<file path="src/rtl/gpr_regfile_pkg.sv">
// Shared definitions for the general-purpose register file.
//   ADDR_WIDTH / DATA_WIDTH : register index and data widths
//   reg_addr_t / reg_data_t : address and data types
//   REG_ZERO                : hard-wired zero register index
//   regfile_state_t         : CLEAR (post-reset zeroing) / RUN
package gpr_regfile_pkg;
  localparam int ADDR_WIDTH = 5;
  localparam int DATA_WIDTH = 32;
  localparam int NUM_REGS   = 2 ** ADDR_WIDTH;

  typedef logic [ADDR_WIDTH-1:0] reg_addr_t;
  typedef logic [DATA_WIDTH-1:0] reg_data_t;

  localparam reg_addr_t REG_ZERO = '0;
  localparam reg_addr_t LAST_IDX = reg_addr_t'(NUM_REGS - 1);

  typedef enum logic {
    CLEAR = 1'b0,
    RUN   = 1'b1
  } regfile_state_t;
endpackage

</file>
<file path="src/rtl/gpr_regfile_if.sv">
// Bus between the execute/decode stages and the register file.
//   wb_*     : write-back handshake (valid/ready, address, data)
//   issue_*  : destination marking for the hazard scoreboard
//   raddrN / rdataN / rbusyN : two combinational read ports
//   init_done: post-reset clear sequence finished
// master = pipeline side, slave = register file.
interface gpr_regfile_if;
  import gpr_regfile_pkg::*;

  logic      wb_valid;
  logic      wb_ready;
  reg_addr_t wb_addr;
  reg_data_t wb_data;
  logic      issue_valid;
  reg_addr_t issue_addr;
  reg_addr_t raddr1;
  reg_addr_t raddr2;
  reg_data_t rdata1;
  reg_data_t rdata2;
  logic      rbusy1;
  logic      rbusy2;
  logic      init_done;

  modport master (
    output wb_valid, wb_addr, wb_data, issue_valid, issue_addr, raddr1, raddr2,
    input  wb_ready, rdata1, rdata2, rbusy1, rbusy2, init_done
  );

  modport slave (
    input  wb_valid, wb_addr, wb_data, issue_valid, issue_addr, raddr1, raddr2,
    output wb_ready, rdata1, rdata2, rbusy1, rbusy2, init_done
  );
endinterface

</file>
<file path="src/rtl/gpr_regfile_scoreboard.sv">
// Pending-write (busy) tracker for RAW hazard stalls.
//   clk, rst    : clock, synchronous active-high reset
//   i_set_*     : mark a destination busy (issue)
//   i_clr_*     : clear busy on an accepted write-back
//   i_raddrN    : lookup addresses; o_busyN : busy flags
// Optional macro GPR_REGFILE_BYPASS_EN forwards the same-cycle clear to
// the lookups.
module gpr_scoreboard
  import gpr_regfile_pkg::*;
(
  input  logic      clk,
  input  logic      rst,
  input  logic      i_set_en,
  input  reg_addr_t i_set_addr,
  input  logic      i_clr_en,
  input  reg_addr_t i_clr_addr,
  input  reg_addr_t i_raddr1,
  input  reg_addr_t i_raddr2,
  output logic      o_busy1,
  output logic      o_busy2
);
  logic [NUM_REGS-1:0] r_busy;
  logic [NUM_REGS-1:0] w_set_vec;
  logic [NUM_REGS-1:0] w_clr_vec;

  // Register 0 can never be marked, so its busy bit stays 0.
  always_comb begin
    w_set_vec = '0;
    w_clr_vec = '0;
    if (i_set_en && (i_set_addr != REG_ZERO)) w_set_vec[i_set_addr] = 1'b1;
    if (i_clr_en) w_clr_vec[i_clr_addr] = 1'b1;
  end

  // Set is applied after clear: a newer writer to the same register
  // remains outstanding.
  always_ff @(posedge clk) begin
    if (rst) r_busy <= '0;
    else     r_busy <= (r_busy & ~w_clr_vec) | w_set_vec;
  end

  always_comb begin
    o_busy1 = r_busy[i_raddr1];
    o_busy2 = r_busy[i_raddr2];
`ifdef GPR_REGFILE_BYPASS_EN
    if (i_clr_en && (i_raddr1 == i_clr_addr) && (i_raddr1 != REG_ZERO))
      o_busy1 = w_set_vec[i_raddr1];
    if (i_clr_en && (i_raddr2 == i_clr_addr) && (i_raddr2 != REG_ZERO))
      o_busy2 = w_set_vec[i_raddr2];
`endif
  end
endmodule

</file>
<file path="src/rtl/gpr_regfile.sv">
// General-purpose register file with write-back sink and busy scoreboard.
//   clk, rst : clock, synchronous active-high reset
//   s_bus    : gpr_regfile_if.slave (write-back, issue, two read ports,
//              init_done)
// After reset every register is zeroed one per cycle before writes are
// accepted. Optional macro GPR_REGFILE_BYPASS_EN adds same-cycle
// write-to-read forwarding.
//
// state | meaning
// CLEAR | zeroing regs[clr_idx], writes and issues ignored
// RUN   | accepting writes, scoreboard active
module gpr_regfile
  import gpr_regfile_pkg::*;
(
  input  logic          clk,
  input  logic          rst,
  gpr_regfile_if.slave  s_bus
);
  regfile_state_t r_state;
  regfile_state_t w_next_state;
  reg_addr_t      r_clr_idx;
  reg_data_t      r_regs [NUM_REGS];
  logic           w_clear_en;
  logic           w_wb_ready;
  logic           w_wr_en;

  always_ff @(posedge clk) begin
    if (rst) begin
      r_state   <= CLEAR;
      r_clr_idx <= '0;
    end else begin
      r_state <= w_next_state;
      if (w_clear_en) r_clr_idx <= r_clr_idx + 1'b1;
    end
  end

  always_comb begin
    w_next_state = r_state;
    w_clear_en   = 1'b0;
    w_wb_ready   = 1'b0;
    case (r_state)
      CLEAR: begin
        w_clear_en = 1'b1;
        if (r_clr_idx == LAST_IDX) w_next_state = RUN;
      end
      RUN:     w_wb_ready = 1'b1;
      default: w_next_state = CLEAR;
    endcase
  end

  assign w_wr_en          = s_bus.wb_valid && w_wb_ready;
  assign s_bus.wb_ready   = w_wb_ready;
  assign s_bus.init_done  = (r_state == RUN);

  // Storage has no reset of its own; the clear sequencer zeroes it.
  always_ff @(posedge clk) begin
    if (w_clear_en)
      r_regs[r_clr_idx] <= '0;
    else if (w_wr_en && (s_bus.wb_addr != REG_ZERO))
      r_regs[s_bus.wb_addr] <= s_bus.wb_data;
  end

  always_comb begin
    s_bus.rdata1 = '0;
    s_bus.rdata2 = '0;
    if (r_state == RUN) begin
      if (s_bus.raddr1 != REG_ZERO) s_bus.rdata1 = r_regs[s_bus.raddr1];
      if (s_bus.raddr2 != REG_ZERO) s_bus.rdata2 = r_regs[s_bus.raddr2];
`ifdef GPR_REGFILE_BYPASS_EN
      if (w_wr_en && (s_bus.raddr1 == s_bus.wb_addr) && (s_bus.raddr1 != REG_ZERO))
        s_bus.rdata1 = s_bus.wb_data;
      if (w_wr_en && (s_bus.raddr2 == s_bus.wb_addr) && (s_bus.raddr2 != REG_ZERO))
        s_bus.rdata2 = s_bus.wb_data;
`endif
    end
  end

  // Busy bits are all 0 during CLEAR (reset clears them, issue is gated),
  // so the lookups need no extra state gating.
  gpr_scoreboard u_scoreboard (
    .clk        (clk),
    .rst        (rst),
    .i_set_en   (s_bus.issue_valid && (r_state == RUN)),
    .i_set_addr (s_bus.issue_addr),
    .i_clr_en   (w_wr_en),
    .i_clr_addr (s_bus.wb_addr),
    .i_raddr1   (s_bus.raddr1),
    .i_raddr2   (s_bus.raddr2),
    .o_busy1    (s_bus.rbusy1),
    .o_busy2    (s_bus.rbusy2)
  );
endmodule

</file>
<file path="src/flat_wrapper.sv">
// flat-port wrapper written by rule: the top's interface ports become plain ports
module gpr_regfile_flat import gpr_regfile_pkg::*;
  (clk, rst, s_bus_wb_valid, s_bus_wb_addr, s_bus_wb_data, s_bus_issue_valid, s_bus_issue_addr, s_bus_raddr1, s_bus_raddr2, s_bus_wb_ready, s_bus_rdata1, s_bus_rdata2, s_bus_rbusy1, s_bus_rbusy2, s_bus_init_done);
  gpr_regfile_if s_bus_i ();
  input  logic clk;
  input  logic rst;
  input wire logic [$bits(s_bus_i.wb_valid)-1:0] s_bus_wb_valid;
  input wire logic [$bits(s_bus_i.wb_addr)-1:0] s_bus_wb_addr;
  input wire logic [$bits(s_bus_i.wb_data)-1:0] s_bus_wb_data;
  input wire logic [$bits(s_bus_i.issue_valid)-1:0] s_bus_issue_valid;
  input wire logic [$bits(s_bus_i.issue_addr)-1:0] s_bus_issue_addr;
  input wire logic [$bits(s_bus_i.raddr1)-1:0] s_bus_raddr1;
  input wire logic [$bits(s_bus_i.raddr2)-1:0] s_bus_raddr2;
  output wire logic [$bits(s_bus_i.wb_ready)-1:0] s_bus_wb_ready;
  output wire logic [$bits(s_bus_i.rdata1)-1:0] s_bus_rdata1;
  output wire logic [$bits(s_bus_i.rdata2)-1:0] s_bus_rdata2;
  output wire logic [$bits(s_bus_i.rbusy1)-1:0] s_bus_rbusy1;
  output wire logic [$bits(s_bus_i.rbusy2)-1:0] s_bus_rbusy2;
  output wire logic [$bits(s_bus_i.init_done)-1:0] s_bus_init_done;
  assign s_bus_i.wb_valid = s_bus_wb_valid;
  assign s_bus_i.wb_addr = s_bus_wb_addr;
  assign s_bus_i.wb_data = s_bus_wb_data;
  assign s_bus_i.issue_valid = s_bus_issue_valid;
  assign s_bus_i.issue_addr = s_bus_issue_addr;
  assign s_bus_i.raddr1 = s_bus_raddr1;
  assign s_bus_i.raddr2 = s_bus_raddr2;
  assign s_bus_wb_ready = s_bus_i.wb_ready;
  assign s_bus_rdata1 = s_bus_i.rdata1;
  assign s_bus_rdata2 = s_bus_i.rdata2;
  assign s_bus_rbusy1 = s_bus_i.rbusy1;
  assign s_bus_rbusy2 = s_bus_i.rbusy2;
  assign s_bus_init_done = s_bus_i.init_done;
  gpr_regfile u_core (.clk(clk), .rst(rst), .s_bus(s_bus_i));
endmodule
</file>
<file path="config.mk">
export PLATFORM = sky130hd
export DESIGN_NAME = gpr_regfile_flat
export DESIGN_NICKNAME = d
export VERILOG_FILES = /design/src/rtl/gpr_regfile_pkg.sv /design/src/rtl/gpr_regfile_if.sv /design/src/rtl/gpr_regfile_scoreboard.sv /design/src/rtl/gpr_regfile.sv /design/src/flat_wrapper.sv
export SDC_FILE = /design/constraint.sdc
export NUM_CORES = 1
export LEC_CHECK = 0
export CORE_UTILIZATION = 46
export DETAILED_ROUTE_END_ITERATION = 7
export HOLD_SLACK_MARGIN = 0.05
export PLACE_DENSITY = 0.73
export SLEW_MARGIN = 20
export SYNTH_ARGS = -nofsm -noshare
export SYNTH_HDL_FRONTEND = slang
export SYNTH_HIERARCHICAL = 1
export SYNTH_SLANG_ARGS = --single-unit
</file>
<file path="constraint.sdc">
create_clock -name clk -period 6.4 [get_ports clk]
set_input_delay 0.64 -clock clk [delete_from_list [all_inputs] [get_ports clk]]
set_output_delay 0.64 -clock clk [all_outputs]
set_load 0.05 [all_outputs]
</file>
# Yosys cells after proc, flatten, opt, wreduce, memory -nomap -nowiden
# Memory sizes are Yosys's and may differ from the RTL's.
# Cells that the tools add are included.
# W data, S select, Z words.
[op_classes]
eq_ne = 1
n_addsub = 1
order_cmp = 6
muxes = 24
n_bitwise = 3
reduce_logical = 11
[op_table]
columns = ["cell", "count"]
rows = [
  ["$mux W32", 7],
  ["$and A32 B32 Y32", 1],
  ["$not A32 Y32", 1],
  ["$or A32 B32 Y32", 1],
  ["$reduce_or A32 Y1", 1],
  ["$lt A5 B6 Y1 const B", 4],
  ["$reduce_bool A5 Y1", 4],
  ["$mux W1", 12],
  ["$bmux W1 S5", 2],
  ["$demux W1 S5", 2],
  ["$ge A5 B1 Y1 const B", 2],
  ["$logic_and A1 B1 Y1", 6],
  ["$add A5 B1 Y5 const B", 1],
  ["$eq A5 B5 Y1 const B", 1],
  ["$mux W5", 1],
]
[totals]
inputBits = 56
ramBits = 1024
wordCells = 50
ff_bits = 38
memories = 1
out_inout_bits = 68
[mem_list]
columns = ["name", "depth", "word_bits", "read_ports", "rd_clocked_by_memory_dff", "write_ports", "line", "rtl"]
rows = [
  ["u_core.r_regs", 32, 32, 2, 0, 1, "gpr_regfile.sv:22", "reg_data_t r_regs [NUM_REGS];"],
]

# Depth between registers and ports, before layout
[depth]
ltp_word = 8
mapped_depth = 9
ltp_nobuf = 5

# Hierarchy
# The synthesis kept the hierarchy.
[modules_own_cells]
columns = ["module", "area_each_um2", "seq_area_each_um2", "n_inst", "cells_per_inst"]
rows = [
  ["gpr_regfile", 48151.2, 30869.6, 1, 2287],
  ["gpr_scoreboard", 1928.1, 640.6, 1, 243],
]

# Worst setup path after synthesis
# No wires, ideal clock.
[synth_timing]
path_type = "register -> register"
from = "reg u_core.r_state, in the netlist u_core/s_bus.init_done"
to = "mem u_core/r_regs[9][0] (netlist bit), enable pin"
stages_incl_launch_ff = 6
required_ps = 5939
setup_slack_ps = 2117
arrival_ps = 3822
setup_time_ps = 461
path_buffers = 1
synth_period_minus_slack_ps = 4283
cell_sequence = "dfxtp_1 buf_2 nand2_1 a21oi_1 o21ai_1 nor3_1"
[synth_via]
elab_chain_len = 8
elab_cells_between_ends = 10
classes_between = "mux: 7; reduce/logical: 3"
[synth_lines]
columns = ["item", "line", "rtl"]
rows = [
  ["start, declared", "gpr_regfile.sv:19", "regfile_state_t r_state;"],
  ["start signal, assigned", "gpr_regfile.sv:32", "r_state <= w_next_state;"],
  ["$mux W1", "gpr_regfile.sv:41", "case (r_state)"],
  ["$logic_and A1 B1 Y1", "gpr_regfile.sv:51", "assign w_wr_en = s_bus.wb_valid && w_wb_ready;"],
  ["$logic_and A1 B1 Y1", "gpr_regfile.sv:59", "else if (w_wr_en && (s_bus.wb_addr != REG_ZERO))"],
  ["$mux W1", "gpr_regfile.sv:59", ""],
  ["$mux W1", "gpr_regfile.sv:57", "if (w_clear_en)"],
  ["$mux W1 (implied by the code)", "gpr_regfile.sv:60", "r_regs[s_bus.wb_addr] <= s_bus.wb_data;"],
  ["$reduce_or A32 Y1 (no line)", "--", ""],
  ["$mux W5 (no line) or $mux W1 (tied branches)", "--", ""],
  ["end, declared", "gpr_regfile.sv:22", ""],
]
# Several ways; a longest one is shown, not always the timed one.

# Final worst setup path
[layout_timing]
from = "in s_bus_raddr1[3]"
to = "out s_bus_rdata1[24]"
[layout_via]
elab_chain_len = 3
elab_cells_between_ends = 4
classes_between = "mux: 2; reduce/logical: 1; memory: 1"
[layout_lines]
columns = ["item", "line", "rtl"]
rows = [
  ["start, declared", "flat_wrapper.sv:12", "input wire logic [$bits(s_bus_i.raddr1)-1:0] s_bus_raddr1;"],
  ["$mem_v2 Z32 W32 or $reduce_bool A5 Y1 (tied branches)", "--", ""],
  ["$mux W32 (*)", "gpr_regfile.sv:67", "if (s_bus.raddr1 != REG_ZERO) s_bus.rdata1 = r_regs[s_bus.raddr1];"],
  ["$mux W32 (*)", "gpr_regfile.sv:66", "if (r_state == RUN) begin"],
  ["end, declared", "flat_wrapper.sv:15", "output wire logic [$bits(s_bus_i.rdata1)-1:0] s_bus_rdata1;"],
]
# Mark *: on every way between the ends. The rest lies on a longest branch, timed or not.

==> results.cfg <==
[run]
maxCapViolations = 0

[worst_hold_path]
hold_class = register to register

[pwr]
p_per_area_nw_per_um2 = 258
pwr-share-seq_pct = 52.5
p_int_mw = 11.3
ir_drop_v = 0.000204
power.total_mw = 14.5
power.switching_mw = 3.20
leakagePower_nw = 16.9
switching_share_pct = 22.0
p_comb_share_pct = 6.6
clkPwrFrac_pct = 40.9

[grt]
grt_pass1_wl_mm = 205
antenna_found_initial = 2
grt_pass1_vias = 29200
grt_overflow = 0
track_usage_pct = 25.7
grt_max_degree = 92

[clocking]
cts_made_buffers = 108
cts_sinks = 1062
root_buffer = clkbuf_16
holdBufCountCts = 0
path_clk_slew_ns = 0.06
htreeDepth = 3
cts_tree = done
post_cts_resized = 0
cts_setup_buffers = 0
insertion_delay_ns = 0.70
clockBufferDepth = 3

[drt]
wl_per_cell_microns = 34.1
vias = 28500
dr.pass1.iters = 7
drt_iter0_drc = 3807
totalWireLength_mm = 142
routed_via_density = 6.87
route.detailed.drc = 0
ant_nets = 0

[worst_setup_path]
cp_max_fo = 21
end_kind = output pin
crit_type = input port to output pin
max_stage_delay_ns = 0.91
critPathLaunchType = input port
cpMaxStageDelayCell = clkdlybuf4s50_1
cp_num_buf_inv = 4
cp.arrival_ns = 4.12
cpLargestDelayFamily = buffers and inverters
path_cells = clkdlybuf4s50_1 -> buf_4 -> nor4bb_2 -> buf_4 -> a22o_1 -> a31oi_1 -> a21oi_1 -> clkdlybuf4s50_1
worst-endpoint-required_ns = 5.76

[timing]
rsz0062_at_grt = false
fin_skew_ns = 0.0250
fmax_ghz = 0.210
fin_crit_ns = 4.76
finalSetupTns_ns = 0
min_period_over_period_pct = 74.4
drv_slew = 0
hold_viol_final = 0
setup_viol = 0
worst_pin_slew_ns = 1.21
slew_headroom_pct = 19.3
hold-worst-slack_ns = 0.489

[yosys]
syn_area_per_cell_sq_um = 19.8
ys_seq_area_share_pct = 62.9
synth_area_leaders = edfxtp_1 (61%), mux4_2 (22%), mux2i_1 (6.0%)
synth_fp_nets = 2588
ys_seq_elements = 1062
synthArstFlopShare_pct = 0
post-synth-top-area-cell = edfxtp_1
synth_warnings = 6
synth_top_area_share_pct = 61.4
syn_area_sq_um = 50100
synth_ff_type = edfxtp_1
synthesis.instances = 2530
synthDistinctLibCells = 52
synth_edf_count = 1024

[placement]
port_buffers = 123
post_dp_cell_area_sq_um = 53000
hpwl_mm = 79.9
gp_congestion = 0.854

[cells_and_area]
nets = 2715
n_antenna_cell = 0
postLayoutCellArea_sq_um = 56300
area_growth_pct = 12.4
mostFrequentLayoutCells = edfxtp_1 (1024), mux4_2 (496), mux2i_1 (300)
final_common_cell = edfxtp_1
final_layout_size_suffix_gt1_share_pct = 28.3
final_util_pct = 52.4

[floorplanning]
io_pins = 124
core-area_sq_um = 108000
dieHeight_microns = 332
chipWidth_microns = 332
die_area_sq_um = 110000
initial_core_util_pct = 46.6
rows = 120

[status]
status = finished, final reports clean
## cell type report
cell class                      count  area, sq um
Tap cell                         1403         1760
Multi-Input combinational cell   1272        17600
Timing Repair Buffer              209         2140
Clock buffer                      146         2850
Clock inverter                     53          425
Fill cell                        8255        51200
Sequential cell                  1062        31500
Inverter                            4         15.0
## flip-flops by register name (all words and copies together) (netlist names)
signal / count
u_core/r_regs: 1024
u_core/u_scoreboard/r_busy: 32
u_core/s_bus.init_done: 1
u_core/r_clr_idx: 5
## cell families (layout without fill, tap and decap cells)
group                    count (synthesis)  after routing  share of synthesized area, %
AO/OA/AOI/OAI                          263            263                          4.00
XOR/XNOR                                 2              2                        0.0350
adder cells (fa/ha/maj)                  2              2                        0.0500
buffers and inverters                  196            412                          2.51
flip-flops                            1062           1062                          62.9
multiplexers                           796            796                          28.3
AND/OR/NAND/NOR                        209            209                          2.19
## worst paths after layout
kind | from | endpoint | slack (ns) | depth (start not counted)
min | u_core/u_scoreboard/r_busy[0] | u_core/u_scoreboard/r_busy[0] | 0.49 | 1
max | s_bus_raddr1[3] | s_bus_rdata1[24] | 1.64 | 8
max reg2reg | u_core/s_bus.init_done | u_core/r_regs[1][9] | 2.41 | 7
min reg2reg | u_core/u_scoreboard/r_busy[0] | u_core/u_scoreboard/r_busy[0] | 0.49 | 1
## power groups by stage
stage | logic, mW | registers (mW) | clock network, mW
CTS | 0.958 | 7.63 | 6.00
global placement | 0.945 | 7.76 | 0
detailed placement | 0.955 | 7.77 | 0
floorplan | 0.691 | 7.76 | 0
finish | 0.957 | 7.63 | 5.93
global route | 1.00 | 7.63 | 6.26
## cells in the mapped netlist, types with 36 or more instances
master	number
and2_1	36
buf_6	36
o221ai_1	56
buf_2	62
clkbuf_1	44
o22a_1	56
a21oi_1	47
mux2i_1	300
nor2_1	36
nand2_1	51
edfxtp_1	1024
mux4_2	496
dfxtp_1	38
## metal layers
metal / up-vias / wire [microns] / track usage, %
li1: 11200 / - / -
met2: 1726 / 69400 / 42.0
met1: 15200 / 52200 / 33.8
met4: 2 / 7050 / 12.0
met5: - / 8 / 0
met3: 371 / 12900 / 4.17
## worst reg2reg max path: cells and delay by family, from the launching register on
family | cells | cell delay (ns)
AO/OA/AOI/OAI | 2 | 0.96
buffers and inverters | 3 | 0.94
flip-flops | 1 | 0.63
AND/OR/NAND/NOR | 2 | 1.11
## per-stage QoR
stage,std cells,setup slack [ns]
floorplan,2530,2.12
global placement,3950,1.77
detailed placement,3950,1.72
CTS,4149,1.71
global route,4149,1.57
finish,4149,1.64
(Power assumes the default switching activity.)
